**src/rtl/bcd_pkg.sv**
```systemverilog
// Shared definitions for the BCD digit accumulator: state encoding and default sizing.
// Latency: none (package only).
// Backpressure: none (package only).
package bcd_pkg;

    // Two-state controller: collecting digits, or holding a finished result.
    typedef enum logic {
        ST_ACC  = 1'b0,
        ST_DONE = 1'b1
    } state_t;

    // Default sizing: four decimal digits fit in 14 bits (9999 < 16384).
    localparam int NDIG_DEF  = 4;
    localparam int OUT_W_DEF = 14;

    // Largest legal BCD digit value.
    localparam logic [3:0] BCD_MAX = 4'd9;

endpackage

```
**src/rtl/bcd_mul10_add.sv**
```systemverilog
// Combinational step acc*10 + digit; an out-of-range digit contributes 0 and raises bad.
// Latency: zero cycles (pure combinational).
// Backpressure: none; the caller decides when to register the result.
module bcd_mul10_add
    import bcd_pkg::*;
#(
    parameter int OUT_W = OUT_W_DEF
) (
    input  logic [OUT_W-1:0] acc,
    input  logic [3:0]       digit,
    output logic [OUT_W-1:0] sum,
    output logic             bad
);

    logic [OUT_W-1:0] acc_x8;
    logic [OUT_W-1:0] acc_x2;
    logic [3:0]       digit_eff;

    // Shift-and-add times ten; truncation is harmless while 10^NDIG-1 fits in OUT_W.
    always_comb begin
        acc_x8    = acc << 3;
        acc_x2    = acc << 1;
        bad       = (digit > BCD_MAX);
        digit_eff = bad ? 4'd0 : digit;
        sum       = acc_x8 + acc_x2 + {{(OUT_W-4){1'b0}}, digit_eff};
    end

endmodule

```
**src/rtl/bcd_digit_to_bin.sv**
```systemverilog
// Accumulates an MSD-first BCD digit stream into a binary integer, with err/ovf flags.
// Latency: bin_valid rises the cycle after the closing digit is accepted.
// Backpressure: din_ready drops while a result is held; the result holds until bin_ready.
module bcd_digit_to_bin
    import bcd_pkg::*;
#(
    parameter int NDIG  = NDIG_DEF,
    parameter int OUT_W = OUT_W_DEF
) (
    input  logic             clk,
    input  logic             rst,
    input  logic             din_valid,
    input  logic [3:0]       din,
    input  logic             din_last,
    output logic             din_ready,
    output logic [OUT_W-1:0] bin_out,
    output logic             bin_valid,
    input  logic             bin_ready,
    output logic             err,
    output logic             ovf
);

    localparam int CNT_W = $clog2(NDIG + 1);

    state_t           state;
    logic [OUT_W-1:0] acc;
    logic [CNT_W-1:0] cnt;
    logic [OUT_W-1:0] acc_nxt;
    logic             digit_bad;
    logic             accept;
    logic             cnt_full;

    bcd_mul10_add #(
        .OUT_W (OUT_W)
    ) u_mul10_add (
        .acc   (acc),
        .digit (din),
        .sum   (acc_nxt),
        .bad   (digit_bad)
    );

    // Handshake flags come straight from the state flop, so no input reaches an output.
    assign din_ready = (state == ST_ACC);
    assign bin_valid = (state == ST_DONE);
    assign bin_out   = acc;

    // This accept is the NDIG-th digit of the number.
    assign accept   = din_valid && din_ready;
    assign cnt_full = (cnt == CNT_W'(NDIG - 1));

    // Controller: accumulate digits in ACC, hold the result in DONE until taken.
    always_ff @(posedge clk or posedge rst) begin
        if (rst) begin
            state <= ST_ACC;
            acc   <= '0;
            cnt   <= '0;
            err   <= 1'b0;
            ovf   <= 1'b0;
        end else if (state == ST_ACC) begin
            if (accept) begin
                acc <= acc_nxt;
                cnt <= cnt + CNT_W'(1);
                err <= err | digit_bad;
                if (din_last || cnt_full) begin
                    state <= ST_DONE;
                    // Overflow only when the digit limit closed the number, not din_last.
                    ovf   <= !din_last;
                end
            end
        end else begin
            if (bin_ready) begin
                state <= ST_ACC;
                acc   <= '0;
                cnt   <= '0;
                err   <= 1'b0;
                ovf   <= 1'b0;
            end
        end
    end

endmodule

```
**config.mk**
```make
export PLATFORM = sky130hd
export DESIGN_NAME = bcd_digit_to_bin
export DESIGN_NICKNAME = d
export VERILOG_FILES = /design/src/rtl/bcd_pkg.sv /design/src/rtl/bcd_mul10_add.sv /design/src/rtl/bcd_digit_to_bin.sv
export SDC_FILE = /design/constraint.sdc
export NUM_CORES = 1
export LEC_CHECK = 0
export CAP_MARGIN = 25
export CORE_MARGIN = 10
export CORE_UTILIZATION = 30
export CTS_BUF_LIST = sky130_fd_sc_hd__clkbuf_2 sky130_fd_sc_hd__clkbuf_4 sky130_fd_sc_hd__clkbuf_8
export CTS_CLUSTER_DIAMETER = 100
export DETAILED_ROUTE_END_ITERATION = 7
export GPL_TIMING_DRIVEN = 0
export SLEW_MARGIN = 15
export SYNTH_ARGS = -nofsm -noshare
export SYNTH_HDL_FRONTEND = slang
export SYNTH_SLANG_ARGS = --single-unit
```
**constraint.sdc**
```tcl
create_clock -name clk -period 2.8 [get_ports clk]
set_input_delay 0.56 -clock clk [delete_from_list [all_inputs] [get_ports clk]]
set_output_delay 0.56 -clock clk [all_outputs]
set_load 0.02 [all_outputs]
```
* Word level (Yosys, flattened, before mapping)
Cells that the tools add are included.
Word-level totals: bits in registers 20, bits of input ports 9, output and inout port bits 18, logic and storage cells 37
Cells by class: $add $sub $neg 3, $lt $le $gt $ge 1, eq/ne operators 2, multiplexer cells 17, bitwise gates (word level) 2, reductions and logical operators 7
Operators by type and width (count):
- two-way mux 14 bit | 3
- adder 14 bit | 1
- adder 14 x 4 -> 14 bit | 1
- two-way mux 1 bit | 10
- two-way mux 3 bit | 3
- > comparator 4 bit (second input constant) | 1
- two-way mux 4 bit | 1
- nonzero test 2 bit | 2
- adder 3 x 1 -> 3 bit (second input constant) | 1
- equality test 3 x 2 -> 1 bit (second input constant) | 1
- AND reduction 3 bit | 1
- != test 2 bit (second input constant) | 1
- AND reduction 2 bit | 1
- logical AND 1 bit | 1
- zero test 1 bit | 1
- logical OR 1 bit | 1
- NOT 1 bit | 1
- bitwise OR 1 bit | 1

* Depth between registers and ports, before layout
Gate-level depths: netlist of the first run.
depth in word-level cells 5, depth in mapped cells 10, depth with buffers taken out 10

* Cells and area by module
A second synthesis of the first run with hierarchy kept.
Second synthesis, totals: cell total of the unflattened synthesis 156, area total of the unflattened synthesis 1599.0 um^2
Modules (own cells, without submodules):
- bcd_digit_to_bin | times used 1, cells an instance 74, area each 882.1 um^2, sequential area each 500.5 um^2
- bcd_mul10_add | times used 1, cells an instance 82, area each 716.9 um^2, sequential area each 0.0 um^2

* Least setup slack after synthesis of the first run
No wires, ideal clock.
path kind input-to-reg, from input port din[2], to register acc[9], in the netlist bin_out[9], setup time 69 ps, data arrival time 2610 ps, required time 2731 ps, slack 121 ps, stages on the path 10, buffers on the path 0, path through nor2_1 > nand2_1 > fa_1 > inv_1 > ha_1 > a21o_1 > and4_1 > o21a_1 > or4_1 > nand3_1
Between the ends: longest elaborated chain between the ends 5
Ends and longest elaborated chain:
- from (decl) | RTL line bcd_digit_to_bin.sv:13 | input logic [3:0] din,
- > comparator 4 bit | RTL line bcd_mul10_add.sv:23 | bad = (digit > BCD_MAX);
- two-way mux 4 bit (*) | RTL line bcd_mul10_add.sv:24 | digit_eff = bad ? 4'd0 : digit;
- adder 14 x 4 -> 14 bit (*) | RTL line bcd_mul10_add.sv:25 | sum = acc_x8 + acc_x2 + {{(OUT_W-4){1'b0}}, digit_eff};
- two-way mux 14 bit (*) | RTL line bcd_digit_to_bin.sv:60 | if (accept) begin
- two-way mux 14 bit (*) | RTL line bcd_digit_to_bin.sv:59 | end else if (state == ST_ACC) begin
- to (signal assigned) | RTL line bcd_digit_to_bin.sv:61 | acc <= acc_nxt;
- to (decl) | RTL line bcd_digit_to_bin.sv:26 | logic [OUT_W-1:0] acc;
Every way passes the cells marked *; elsewhere a longest branch is shown, timed or not. The select of a mux whose other input is x is not followed. A chain may end at the register's enable or synchronous reset.

* Final worst setup path of the first run
from input port din[1], to register acc[13], in the netlist bin_out[13]
The elaborated chain is that of the path after synthesis.

==> results.yml, run 1 <==
synthesis:
  netlist.area_leader.share: 0.3263
  yosysTopAreaCell: "dfrtp_1"
  synth_area_sq_mm: 0.001534
  synth_warnings: 0
  ys_ff_latch: 20
  synth_top_cells_by_area: "dfrtp_1 33%, ha_1 20%, nand2_1 4.9%"
  synth_seq_area_share: 0.3263
  avgSynthCellArea_sq_um: 9.241
  synthFlopType: "dfrtp_1"
  synth.net_count: 201
  yosysUniqueCellTypes: 42
  syn_inst: 166
  synth_edf_count: 0
  async_reset_ff_frac: 1.000
clock_tree:
  clk_latency_ps: 270
  cts_buffers: 3
  clkTransAtPathRegs_ps: 80
  ctsRootBufferMaster: "clkbuf_8"
  htree_levels: 1
  cts_tree: "built"
  clock_sinks: 20
  cts.path.max_buffers: 2
  hold_buffers: 0
power:
  vdd_drop_max_mv: 0.4196
  power.total_uw: 2174
  p_per_area_mw_per_mm2: 1085
  p_leak_uw: 0.0009440
sta:
  worst_pin_slew_ps: 775.1
  maxSlewViolCount: 0
  finalCriticalPeriod_ps: 2686
  setup_viol: 0
  relSlewSlack: 0.4827
  rsz0062_at_grt: "no"
  hold_violations: 0
  holdWs_ps: 481.3
  fin_crit_sh: 0.9593
  fmax_ghz: 0.3723
  fin_skew_ps: 6.828
worst_setup_path:
  worst_ep_arrival_time_ps: 2840
  path_cells: "dlygate4sd2_1 > nor2_1 > nand2_1 > fa_1 > inv_2 > ha_4 > a21o_1 > and4_4 > o2111ai_4 > and3_4 > or3_1"
  critPathLaunchType: "input port"
  end_kind: "register"
  cp_slowest_cell: "fa_1"
  crit_start: "din[1]"
  crit_type: "in2reg"
  r2r-start: "bin_out[0]"
  cpPeakStageDelay_ps: 490
  path_max_fanout: 4
  required_ps: 2950
worst_hold_path:
  hp-class: "reg2reg"
  hold_path_startpoint: "cnt[2]"
drt:
  wire_per_inst_um: 14.17
  antenna_left: 0
  drtIter0Drc: 54
  drc: 0
  drt_wl_total_um: 3754
  firstDrtPassIters: 4
  viasPerCell: 4.955
  vias: 1313
floorplan:
  start_util: 0.3164
  die_y_um: 91.51
  fp.dieW_um: 91.51
  pin_count: 27
  die_area_sq_mm: 0.008373
  fp-row-count: 25
  coreArea_sq_mm: 0.004848
layout:
  layout-drive-gt1-share: 0.09596
  area.growth.synth_to_final_pct: 30.67
  n_antenna_cell: 0
  fill_cells: 485
  nNetsFinal: 234
placed_design:
  hpwl_um: 2955
  portBuffers: 26
  place.gp.congestion: 0.8071
global_route:
  grt_max_degree: 21
  grt-ovfl-total: 0
  grt_pass1_wl_um: 6651
  grtUsageTotal: 0.09417
  antenna_found_initial: 0
  grt_pass1_vias: 1344
status:
  outcome: "complete, no violations"
run:
  drv_cap: 0
[power breakdown]
| part | switching [uW] | total, uW | internal [uW] |
|---|---|---|---|
| Clock | 106 | 297 | 191 |
| Sequential | 116 | 516 | 401 |
| Combinational | 736 | 1360 | 626 |
| Total | 957 | 2170 | 1220 |
[layout make-up]
class | count | area, sq um | share of cell area
plain buffers | 4 | 23.77 | 0.01186
clock buffers | 3 | 41.29 | 0.02060
clock inverters | 1 | 30.03 | 0.01498
inverters | 11 | 41.29 | 0.02060
multi-input cells | 131 | 1012 | 0.5050
flip-flops and latches | 20 | 500.5 | 0.2497
well taps | 67 | 83.83 | 0.04182
repair buffers | 28 | 271.5 | 0.1355
[critical path: cells and delay by family]
kind | cells | cell delay, ps
AND/OR/NAND/NOR | 5 | 970
adder cells (fa/ha/maj) | 2 | 740
buffers and inverters | 2 | 300
AO/OA/AOI/OAI | 2 | 260
[kinds of logic after synthesis]
family,synth area share
AO/OA/AOI/OAI,0.2153
adder cells (fa/ha/maj),0.2219
buffers and inverters,0.04241
AND/OR/NAND/NOR,0.1534
XOR/XNOR,0.03426
multiplexers,0.006526
flip-flops,0.3263
[flip-flops by register name (all words and copies together) (netlist names)]
name       count
ovf            1
bin_valid      1
bin_out       14
cnt            3
err            1
[layout by cell type (no fill, tap or decap), types with 2 or more instances in the layout]
| cell | count |
|---|---|
| clkbuf_8 | 3 |
| nand3_1 | 3 |
| clkdlybuf4s50_1 | 23 |
| nand2_1 | 20 |
| nor2b_1 | 3 |
| fa_1 | 2 |
| a21oi_2 | 3 |
| nand2b_1 | 2 |
| inv_1 | 10 |
| nor2_1 | 10 |
| xnor2_1 | 4 |
| nor3_1 | 2 |
| o31ai_1 | 2 |
| o21a_1 | 3 |
| a21o_1 | 3 |
| nand4_1 | 2 |
| o21ai_0 | 11 |
| xor2_1 | 2 |
| buf_4 | 2 |
| a21oi_1 | 9 |
| a32o_1 | 2 |
| clkbuf_1 | 2 |
| dlygate4sd2_1 | 3 |
| dfrtp_1 | 20 |
| ha_1 | 23 |
| a22o_1 | 4 |
[routing by layer]
| metal | vias up | track usage | share of wire | routed length, um |
|---|---|---|---|---|
| met5 | - | 0 | 0 | 0 |
| met3 | 5 | 0.02881 | 0.062 | 231 |
| met4 | 0 | 0.02742 | 0.011 | 40 |
| li1 | 665 | - | - | - |
| met2 | 37 | 0.1428 | 0.43 | 1628 |
| met1 | 606 | 0.1245 | 0.49 | 1853 |
[cells in the mapped netlist (2+ instances only)]
cell and number:
nor3_1 2, o31ai_1 2, inv_1 11, nor2b_1 3, o21ai_0 12, clkbuf_1 2
a22o_1 4, nand4_1 2, a32o_1 2, xor2_1 2, dfrtp_1 20, a21oi_1 11
nand2_1 20, nand2b_1 2, ha_1 24, nand3_1 3, xnor2_1 4, nor2_1 10
fa_1 2, o2111ai_1 2, a21o_1 3, o21a_1 3
[worst paths after layout]
kind                       depth (start not counted)           to  slack, ps
hold / removal                                     2       cnt[2]        480
max in group asynchronous                          2   bin_out[7]       1570
hold reg to reg                                    2       cnt[2]        480
min in group asynchronous                          2  bin_out[13]        740
setup reg to reg                                   9  bin_out[13]        270
setup / recovery                                  11  bin_out[13]        110
[per-stage QoR]
step                worst slack [ps]  setup TNS (ps)  utilization  instance area, sq um  std cells
floorplan                      121.0               0            -                  1534        166
global placement              -491.3           -2744       0.3874                  1878        259
detailed placement            -482.6           -2880       0.3874                  1878        259
CTS                            99.56               0       0.4134                  2004        265
global route                   25.63               0       0.4134                  2004        265
finish                         114.0               0       0.4134                  2004        265
[timing repair]
action / in CTS / in global routing
gates resized for setup: 12 / 0
buffers inserted: 2 / 0
pin swaps: 7 / 1
cloned: 0 / 0
setup endpoints to repair: 6 / 2
Power figures use the tool's default switching activity.
==> run 2, diff against run 1 <==
--- a/config.mk
+++ b/config.mk
@@ -12,7 +12,7 @@
 export CTS_CLUSTER_DIAMETER = 100
 export DETAILED_ROUTE_END_ITERATION = 7
 export GPL_TIMING_DRIVEN = 0
-export SLEW_MARGIN = 15
+export SLEW_MARGIN = 20
 export SYNTH_ARGS = -nofsm -noshare
 export SYNTH_HDL_FRONTEND = slang
 export SYNTH_SLANG_ARGS = --single-unit
==> results of run 2 <==
No change in the layout: final DEF, timing and power equal those of run 1.
==> run 3, diff against run 2 <==
--- a/config.mk
+++ b/config.mk
@@ -8,10 +8,11 @@
 export CAP_MARGIN = 25
 export CORE_MARGIN = 10
 export CORE_UTILIZATION = 30
-export CTS_BUF_LIST = sky130_fd_sc_hd__clkbuf_2 sky130_fd_sc_hd__clkbuf_4 sky130_fd_sc_hd__clkbuf_8
+export CTS_BUF_LIST = sky130_fd_sc_hd__clkbuf_4
 export CTS_CLUSTER_DIAMETER = 100
 export DETAILED_ROUTE_END_ITERATION = 7
 export GPL_TIMING_DRIVEN = 0
+export REMOVE_ABC_BUFFERS = 1
 export SLEW_MARGIN = 20
 export SYNTH_ARGS = -nofsm -noshare
 export SYNTH_HDL_FRONTEND = slang
==> run 3 against run 2 <==
Against the previous run: sequential share of layout area is 0.64 points higher; register-to-register slack worse by 60 ps; critical path depth stayed put.
==> results.yml, run 3 (synthesis gave the netlist of run 1 again) <==
clock_tree:
  htree_levels: 1
  ctsRootBufferMaster: "clkbuf_4"
  clk_latency_ps: 320
  clkTransAtPathRegs_ps: 140
  cts_buffers: 3
  cts_tree: "built"
  cts.path.max_buffers: 2
  clock_sinks: 20
placed_design:
  placed_area_sq_mm: 0.001869
  hpwl_um: 2850
  dp_slack_ps: -469.9
  place.gp.congestion: 0.7667
  portBuffers: 26
global_route:
  grt_pass1_wl_um: 6575
  grt_pass1_vias: 1389
  grt_max_degree: 21
  grtUsageTotal: 0.09300
  grt-ovfl-total: 0
  antenna_found_initial: 0
floorplan:
  start_util: 0.3164
  fp-row-count: 25
  coreArea_sq_mm: 0.004848
  fp.dieW_um: 91.51
  pin_count: 27
  die_area_sq_mm: 0.008373
  die_y_um: 91.51
worst_setup_path:
  required_ps: 3060
  worst_ep_arrival_time_ps: 2940
  crit_type: "in2reg"
  end_kind: "register"
  path_max_fanout: 4
  critPathLaunchType: "input port"
sta:
  hold_violations: 0
  fmax_ghz: 0.3736
  fin_crit_sh: 0.9561
  relSlewSlack: 0.4601
  worst_pin_slew_ps: 809.0
  rsz0062_at_grt: "no"
  fin_ws_ps: 123.0
  fin_tns_setup_ps: 0
  maxSlewViolCount: 0
  setup_viol: 0
  finalCriticalPeriod_ps: 2677
  fin_skew_ps: 10.31
layout:
  final_common_cell: "ha_1"
  largest_register_ff_count: 14
  fill_cells: 492
  final_cell_area_sq_mm: 0.001954
  area.growth.synth_to_final_pct: 27.41
  final_cell_mix: "24 x ha_1, 23 x clkdlybuf4s50_1, 20 x nand2_1, 20 x dfrtp_1, 12 x o21ai_0"
  post-route-util: 0.4031
  layout-drive-gt1-share: 0.08629
  n_antenna_cell: 0
  nNetsFinal: 233
drt:
  drc: 0
  viasPerCell: 5.174
  wire_per_inst_um: 14.48
  antenna_left: 0
  firstDrtPassIters: 5
  vias: 1366
  drtIter0Drc: 88
  drt_wl_total_um: 3824
status:
  outcome: "complete, no violations"
power:
  vdd_drop_max_mv: 0.4241
  p_leak_uw: 0.0009427
  p_per_area_mw_per_mm2: 1059
  power.total_uw: 2069
run:
  drv_cap: 0
worst_hold_path:
  hp-class: "reg2reg"
[run 3: critical path: stages]
cell and delay (ps):
dlygate4sd2_1 250, nor2_1 100, nand2_1 70, fa_1 480, inv_1 70, ha_1 290
a21o_1 170, and4_4 210, o21a_1 190, or4_1 460, nand3_1 100
[run 3: power breakdown]
group          switching (uW)  internal [uW]  total, uW
logic                     705            593       1300
clock network             106            145        251
registers                 121            400        521
total                     932           1140       2070
[run 3: final timing paths]
kind	endpoint	depth (start not counted)	from	slack, ps
max	bin_out[9]	11	din[1]	120
min	cnt[1]	1	cnt[1]	520
max reg2reg	bin_out[9]	9	bin_out[0]	210
min reg2reg	cnt[1]	1	cnt[1]	520
max in group asynchronous	bin_out[9]	2	rst	1620
min in group asynchronous	bin_out[0]	2	rst	670
[run 3: layout make-up]
cell class	instances	area, sq um	area share
Inverter	11	41.29	0.02113
Tap cell	67	83.83	0.04289
Clock buffer	3	22.52	0.01152
Multi-Input combinational cell	131	978.4	0.5006
Clock inverter	1	30.03	0.01536
Sequential cell	20	500.5	0.2561
Timing Repair Buffer	31	297.8	0.1524
[run 3: per-layer routing]
metal  wire [um]  vias up  global-route usage
met5           0        -                   0
met4          60        0             0.03786
met3         217        6             0.02634
met2        1850       32              0.1570
met1        1695      658              0.1075
li1            -      670                   -
[run 3: timing repair]
| item | 4_1_cts | 5_1_grt |
|---|---|---|
| pin swaps | 2 | 1 |
| resized for setup | 6 | 0 |
| setup buffers | 1 | 2 |
| endpoints found under the setup margin | 5 | 1 |
| hold buffers | 0 | 0 |
| cloned | 0 | 0 |
[run 3: metrics by stage]
| step | hold WS (ps) | std cells |
|---|---|---|
| global route | 545.6 | 264 |
| global placement | 466.5 | 255 |
| CTS | 520.2 | 261 |
| finish | 517.3 | 264 |
| floorplan | 449.8 | 162 |
| detailed placement | 487.4 | 256 |
